`config.mk`:
```
export PLATFORM = sky130hd
export DESIGN_NAME = knn_nat_master
export DESIGN_NICKNAME = d
export VERILOG_FILES = /design/src/rtl/knn_nat_master.sv
export SDC_FILE = /design/constraint.sdc
export NUM_CORES = 1
export LEC_CHECK = 0
export CAP_MARGIN = 25
export CORE_MARGIN = 2
export CORE_UTILIZATION = 40
export CTS_CLUSTER_DIAMETER = 60
export DETAILED_ROUTE_END_ITERATION = 12
export GPL_ROUTABILITY_DRIVEN = 1
export PLACE_DENSITY = 0.62
export SLEW_MARGIN = 20
export SYNTH_ARGS = -nofsm -noshare
export SYNTH_HDL_FRONTEND = slang
export SYNTH_SLANG_ARGS = --single-unit
```
`constraint.sdc`:
```
create_clock -name clk -period 4.1 [get_ports clk]
set_input_delay 1.23 -clock clk [delete_from_list [all_inputs] [get_ports clk]]
set_output_delay 1.23 -clock clk [all_outputs]
set_load 0.005 [all_outputs]
```
`src/rtl/knn_nat_master.sv`:
```
// knn_nat_master
// Native-bus initiator for the KNN peripheral's CPU slave port. A sequencer
// or harness feeds commands into a small FIFO. A three-state request FSM
// (IDLE -> REQ -> GAP) replays each command on the native bus.
// When a read completes or any transaction times out, a one-cycle response
// pulse is produced.
//
// Ports
//   clk, rst          clock, synchronous active-high reset
//   cmd_valid/ready   command stream handshake (cmd_ready = FIFO not full)
//   cmd_write/addr/wdata  command payload (wdata ignored on reads)
//   rsp_valid/rdata/err   response pulse, read data, timeout qualifier
//   busy              FIFO non-empty or FSM not IDLE
//   err / err_clr     sticky timeout flag and its clear
//   m_valid/address/wdata/wstrb  native request to the slave
//   m_rdata/m_ready   native response from the slave
//   dbg_state         current FSM state (IDLE=0, REQ=1, GAP=2)
//
// Handshake: a command transfers on any rising edge with cmd_valid & cmd_ready.
// A native transfer completes on any edge where m_valid & m_ready. The request
// fields hold steady for as long as m_valid is high. rsp_valid is a pulse with
// no back-pressure.
module knn_nat_master #(
  parameter int ADDR_W  = 5,
  parameter int DATA_W  = 32,
  parameter int FIFO_AW = 2,
  parameter int TIMEOUT = 255
) (
  input  logic                  clk,
  input  logic                  rst,
  input  logic                  cmd_valid,
  output logic                  cmd_ready,
  input  logic                  cmd_write,
  input  logic [ADDR_W-1:0]     cmd_addr,
  input  logic [DATA_W-1:0]     cmd_wdata,
  output logic                  rsp_valid,
  output logic [DATA_W-1:0]     rsp_rdata,
  output logic                  rsp_err,
  output logic                  busy,
  output logic                  err,
  input  logic                  err_clr,
  output logic                  m_valid,
  output logic [ADDR_W-1:0]     m_address,
  output logic [DATA_W-1:0]     m_wdata,
  output logic [DATA_W/8-1:0]   m_wstrb,
  input  logic [DATA_W-1:0]     m_rdata,
  input  logic                  m_ready,
  output logic [1:0]            dbg_state
);

  localparam int DEPTH  = 1 << FIFO_AW;
  localparam int STRB_W = DATA_W / 8;
  localparam int TCNT_W = (TIMEOUT < 2) ? 1 : $clog2(TIMEOUT);
  localparam logic [TCNT_W-1:0] TCNT_LAST = TCNT_W'(TIMEOUT - 1);

  typedef enum logic [1:0] {S_IDLE = 2'd0, S_REQ = 2'd1, S_GAP = 2'd2} state_e;

  typedef struct packed {
    logic              write;
    logic [ADDR_W-1:0] addr;
    logic [DATA_W-1:0] wdata;
  } cmd_t;

  // FIFO
  cmd_t               mem_q [DEPTH];
  logic [FIFO_AW-1:0] wr_ptr_q, wr_ptr_d, rd_ptr_q, rd_ptr_d;
  logic [FIFO_AW:0]   count_q, count_d;
  logic               push, pop;
  cmd_t               head;

  // FSM and registered outputs
  state_e             state_q, state_d;
  logic [TCNT_W-1:0]  tcnt_q, tcnt_d;
  logic               is_write_q, is_write_d;
  logic               m_valid_q, m_valid_d;
  logic [ADDR_W-1:0]  m_address_q, m_address_d;
  logic [DATA_W-1:0]  m_wdata_q, m_wdata_d;
  logic [STRB_W-1:0]  m_wstrb_q, m_wstrb_d;
  logic               rsp_valid_q, rsp_valid_d;
  logic [DATA_W-1:0]  rsp_rdata_q, rsp_rdata_d;
  logic               rsp_err_q, rsp_err_d;
  logic               err_q, err_d;
  logic               timeout;

  // Depth is a power of two, so the count MSB is set exactly when full.
  // cmd_ready looks only at the registered count, so a pop in this cycle
  // does not reopen the FIFO until the next cycle.
  assign cmd_ready = ~count_q[FIFO_AW];
  assign push      = cmd_valid & cmd_ready;
  assign head      = mem_q[rd_ptr_q];

  always_comb begin
    state_d     = state_q;
    tcnt_d      = tcnt_q;
    is_write_d  = is_write_q;
    m_valid_d   = m_valid_q;
    m_address_d = m_address_q;
    m_wdata_d   = m_wdata_q;
    m_wstrb_d   = m_wstrb_q;
    rsp_valid_d = 1'b0;
    rsp_rdata_d = rsp_rdata_q;
    rsp_err_d   = 1'b0;
    pop         = 1'b0;
    timeout     = 1'b0;

    case (state_q)
      S_IDLE: begin
        if (count_q != '0) begin
          pop         = 1'b1;
          state_d     = S_REQ;
          tcnt_d      = '0;
          is_write_d  = head.write;
          m_valid_d   = 1'b1;
          m_address_d = head.addr;
          m_wdata_d   = head.write ? head.wdata : '0;
          m_wstrb_d   = head.write ? '1 : '0;
        end
      end
      S_REQ: begin
        if (m_ready) begin
          m_valid_d = 1'b0;
          state_d   = S_GAP;
          if (!is_write_q) begin
            rsp_valid_d = 1'b1;
            rsp_rdata_d = m_rdata;
          end
        end else if (tcnt_q == TCNT_LAST) begin
          timeout     = 1'b1;
          m_valid_d   = 1'b0;
          rsp_valid_d = 1'b1;
          rsp_err_d   = 1'b1;
          rsp_rdata_d = '0;
          state_d     = S_GAP;
        end else begin
          // Below TCNT_LAST here, so the counter cannot wrap.
          tcnt_d = tcnt_q + TCNT_W'(1);
        end
      end
      // One dead cycle lets the slave's registered ready fall before
      // the next request.
      S_GAP:   state_d = S_IDLE;
      default: state_d = S_IDLE;
    endcase

    // A timeout in the same cycle as err_clr keeps the flag set.
    if (timeout)      err_d = 1'b1;
    else if (err_clr) err_d = 1'b0;
    else              err_d = err_q;

    wr_ptr_d = push ? wr_ptr_q + FIFO_AW'(1) : wr_ptr_q;
    rd_ptr_d = pop  ? rd_ptr_q + FIFO_AW'(1) : rd_ptr_q;
    case ({push, pop})
      2'b10:   count_d = count_q + (FIFO_AW+1)'(1);
      2'b01:   count_d = count_q - (FIFO_AW+1)'(1);
      default: count_d = count_q;
    endcase
  end

  always_ff @(posedge clk) begin
    if (push) mem_q[wr_ptr_q] <= '{write: cmd_write, addr: cmd_addr, wdata: cmd_wdata};
  end

  always_ff @(posedge clk) begin
    if (rst) begin
      state_q     <= S_IDLE;
      wr_ptr_q    <= '0;
      rd_ptr_q    <= '0;
      count_q     <= '0;
      tcnt_q      <= '0;
      is_write_q  <= 1'b0;
      m_valid_q   <= 1'b0;
      m_address_q <= '0;
      m_wdata_q   <= '0;
      m_wstrb_q   <= '0;
      rsp_valid_q <= 1'b0;
      rsp_rdata_q <= '0;
      rsp_err_q   <= 1'b0;
      err_q       <= 1'b0;
    end else begin
      state_q     <= state_d;
      wr_ptr_q    <= wr_ptr_d;
      rd_ptr_q    <= rd_ptr_d;
      count_q     <= count_d;
      tcnt_q      <= tcnt_d;
      is_write_q  <= is_write_d;
      m_valid_q   <= m_valid_d;
      m_address_q <= m_address_d;
      m_wdata_q   <= m_wdata_d;
      m_wstrb_q   <= m_wstrb_d;
      rsp_valid_q <= rsp_valid_d;
      rsp_rdata_q <= rsp_rdata_d;
      rsp_err_q   <= rsp_err_d;
      err_q       <= err_d;
    end
  end

  assign m_valid   = m_valid_q;
  assign m_address = m_address_q;
  assign m_wdata   = m_wdata_q;
  assign m_wstrb   = m_wstrb_q;
  assign rsp_valid = rsp_valid_q;
  assign rsp_rdata = rsp_rdata_q;
  assign rsp_err   = rsp_err_q;
  assign err       = err_q;
  assign busy      = (count_q != '0) | (state_q != S_IDLE);
  assign dbg_state = state_q;

endmodule
```
==> metrics.md <==
| Metric | Value |
|---|---|
| Max Slew Vio Count | `0` |
| Clock sink count | `245` |
| CP max-delay cell | `clkdlybuf4s50_1` |
| Cell family with most CP delay | `buffers and inverters` |
| Vias/cell | `5.21` |
| CTS max path bufs | `3` |
| Die area | `24300 µm²` |
| Synthesized area | `9220 µm²` |
| Layout Skew | `20.0 ps` |
| Clock Root Buffer | `clkbuf_16` |
| Warnings from Yosys | `0` |
| GR Util All Layers | `0.159` |
| IO Pins | `156` |
| Pleak | `4.00 nW` |
| Max cap viols | `0` |
| EDFF count, synth | `152` |
| Final ANT Viol Nets | `0` |
| Hpwl dp | `11900 µm` |
| Buf+Inv Stages, Crit Path | `1` |
| Area added between synthesis and finish | `29.3%` |
| Placer Congestion | `0.772` |
| Clock transition at path regs | `60 ps` |
| Post-layout util | `0.526` |
| Cell taking the most area after synthesis | `edfxtp_1` |
| Avg Inst Size Synth | `15.0 µm²` |
| GR Util met1 | `0.203` |
| Met2 GRT Util | `0.273` |
| Later-pin clock latency in the skew report | `530 ps` |
| Post-Synthesis Cells | `613` |
| Crit Path Category | `reg -> out` |
| Layout cells sized above 1 | `0.134` |
| Die Ht | `156 µm` |
| Tcrit/Tclk final | `0.729` |
| #FFs+latches synth | `245` |
| Final Setup Violations | `0` |
| Number of global-route vias before repair | `5781` |
| Met3 usage | `0.0394` |
| Syn_nets | `696` |
| Via count | `5571` |
| Distinct cells, synth | `40` |
| Setup crit end kind | `output port` |
| H-Tree Depth | `1` |
| Asr flop ratio synth | `0` |
| Total power per unit cell area | `633 nW/µm²` |
| Setup TNS | `0 ps` |
| CP Data Required Time | `2870 ps` |
| GR peak layer | `met2` |
| Top cells by area, synth | `edfxtp_1, dfxtp_1, mux4_2` |
| Maximum vdd drop | `0.000373 V` |
| Gates resized, CTS repair | `0` |
| NumNets Final | `847` |
| DR WL/cell | `18.1 µm` |
| First-pass GRT wire length | `30600 µm` |
| Number of diodes | `0` |
| Gr ovfl total | `0` |
| Total wire length | `19300 µm` |
| Final Hold Viols | `0` |
| First-pass detailed-route iteration total | `5` |
| Outcome | `finished, final reports clean` |
| R2r startpoint | `dbg_state[1]$_SDFFE_PP0P_` |
| RSZ-0062 raised after global routing | `false` |
| Final Power | `7.54 mW` |
| Worst path cell trace | `nor3_1 -> nand2_1 -> clkdlybuf4s50_1` |
| Final WS setup | `1110 ps` |
| CP max stage delay | `460 ps` |
| Worst slew margin | `0.365` |
| Crit path max fanout | `6` |
| CP arrival | `1760 ps` |
| Startpoint types | `register` |
| Rows | `55` |
| 1st-iter DRT viols | `303` |
| Place WS | `753 ps` |
| Worst min-delay path startpoint | `m_address[4]$_SDFFE_PP0P_` |
| Largest net degree at the start of global routing | `65` |
| Tmin final | `2990 ps` |
| Worst Tran Pin Value | `951 ps` |
| Port buffer count | `155` |
| Chip width | `156 µm` |
| Initial Util | `0.407` |
| Post-CTS setup buffer count | `0` |
| Core box area | `22600 µm²` |
| Num CTS Buffers | `26` |
| Post-CTS Hold Buffers | `0` |
| DR DRC count | `0` |
| First element of the critical path | `count_q[2]$_SDFFE_PP0P_` |
| Seq/Total Area, Yosys | `0.697` |
| Fillers | `1871` |
| Ys flop type | `edfxtp_1` |
| Worst min-delay path class | `reg -> reg` |
| Share of the synthesized area in the top cell type | `0.495` |
| CTS tree | `yes` |
| Initial antenna violation count | `2` |
| Fmax achieved | `335 MHz` |
-- state kept, by name, indices dropped and copies added (netlist names), 2 cells and up, named ones only --
signal and cells:
count_q 3, dbg_state 2, m_address 5, m_wdata 32
mem_q 152, rd_ptr_q 2, rsp_rdata 32, tcnt_q 8
wr_ptr_q 2
-- worst reg2reg max path: stages (launching register included) --
cell and delay (ps):
dfxtp_1 380, nor2_1 230, nand2_2 260, inv_2 280, ha_1 230, inv_1 60, fa_1 370, xor2_1 160
or3_1 310, a21oi_1 140
-- worst paths after layout --
path                            slack [ps]                         to  cells after the start
worst min-delay path                   450  m_address[4]$_SDFFE_PP0P_                      2
worst min register to register         450  m_address[4]$_SDFFE_PP0P_                      2
worst max-delay path                  1110                       busy                      3
worst max register to register        1610    count_q[2]$_SDFFE_PP0P_                      9
-- layer usage --
layer	part of all wire	vias up	routed length (µm)
met3	0.076	31	1470
met1	0.43	2710	8310
li1	-	2627	-
met2	0.48	201	9190
met4	0.018	2	342
met5	0.00067	-	13
-- power breakdown --
part / internal (mW) / total, mW / switching [mW]
combinational: 0.922 / 1.89 / 0.970
sequential: 3.02 / 3.22 / 0.209
clock: 1.47 / 2.42 / 0.948
-- layout make-up --
type | count | area (µm²) | area share
well taps | 285 | 357 | 0.0299
multi-input cells | 285 | 2440 | 0.205
inverters | 41 | 154 | 0.0129
flip-flops and latches | 245 | 6430 | 0.539
repair buffers | 165 | 1630 | 0.137
clock inverters | 18 | 206 | 0.0173
clock buffers | 30 | 697 | 0.0585
-- metrics by stage --
step	std cells	instance area, µm²	hold WS (ps)
floorplan	613	9220	453
global placement	1021	11000	443
detailed placement	1021	11000	446
CTS	1069	11900	454
global route	1069	11900	478
finish	1069	11900	454
-- cell families (layout without fill, tap and decap cells) --
| logic type | after synthesis | count (layout) | share of synthesized area |
|---|---|---|---|
| multiplexers | 38 | 38 | 0.0928 |
| AO/OA/AOI/OAI | 163 | 163 | 0.113 |
| XOR/XNOR | 5 | 5 | 0.00475 |
| adder cells (fa/ha/maj) | 8 | 8 | 0.0117 |
| flip-flops | 245 | 245 | 0.697 |
| buffers and inverters | 83 | 254 | 0.0408 |
| AND/OR/NAND/NOR | 71 | 71 | 0.0398 |
-- Yosys cell counts, types with 4 or more instances --
library cell	n
nand2_1	17
dfxtp_1	93
a21oi_1	84
nor2_1	14
edfxtp_1	152
buf_2	19
nor3_1	4
and2_1	4
inv_1	40
ha_1	7
o21ai_0	5
nand3_1	12
o2bb2ai_1	32
clkbuf_1	10
a211oi_1	32
buf_4	11
mux4_2	38
-- cell usage in the layout (no fill, tap or decap), drive strengths merged --
cell,Yosys,routed
clkdlybuf4s50,0,154
edfxtp,152,152
dfxtp,93,93
a21oi,84,84
inv,41,42
mux4,38,38
o2bb2ai,32,32
a211oi,32,32
clkbuf,10,30
nand2,18,18
nor2,16,16
nand3,12,12
buf,32,11
clkinv,0,11
ha,7,7
o21ai,6,6
nor3,4,4
and2,4,4
bufinv,0,4
xor2,3,3
o211ai,3,3
or4,3,3
a31oi,3,3
nand2b,3,3
or3,2,2
nor2b,2,2
and3,2,2
xnor2,2,2
clkinvlp,0,2
nand4,1,1
nor3b,1,1
o41a,1,1
or3b,1,1
and4,1,1
nand3b,1,1
o21bai,1,1
o31ai,1,1
fa,1,1
No activity file was read; power rests on OpenSTA's default activity.
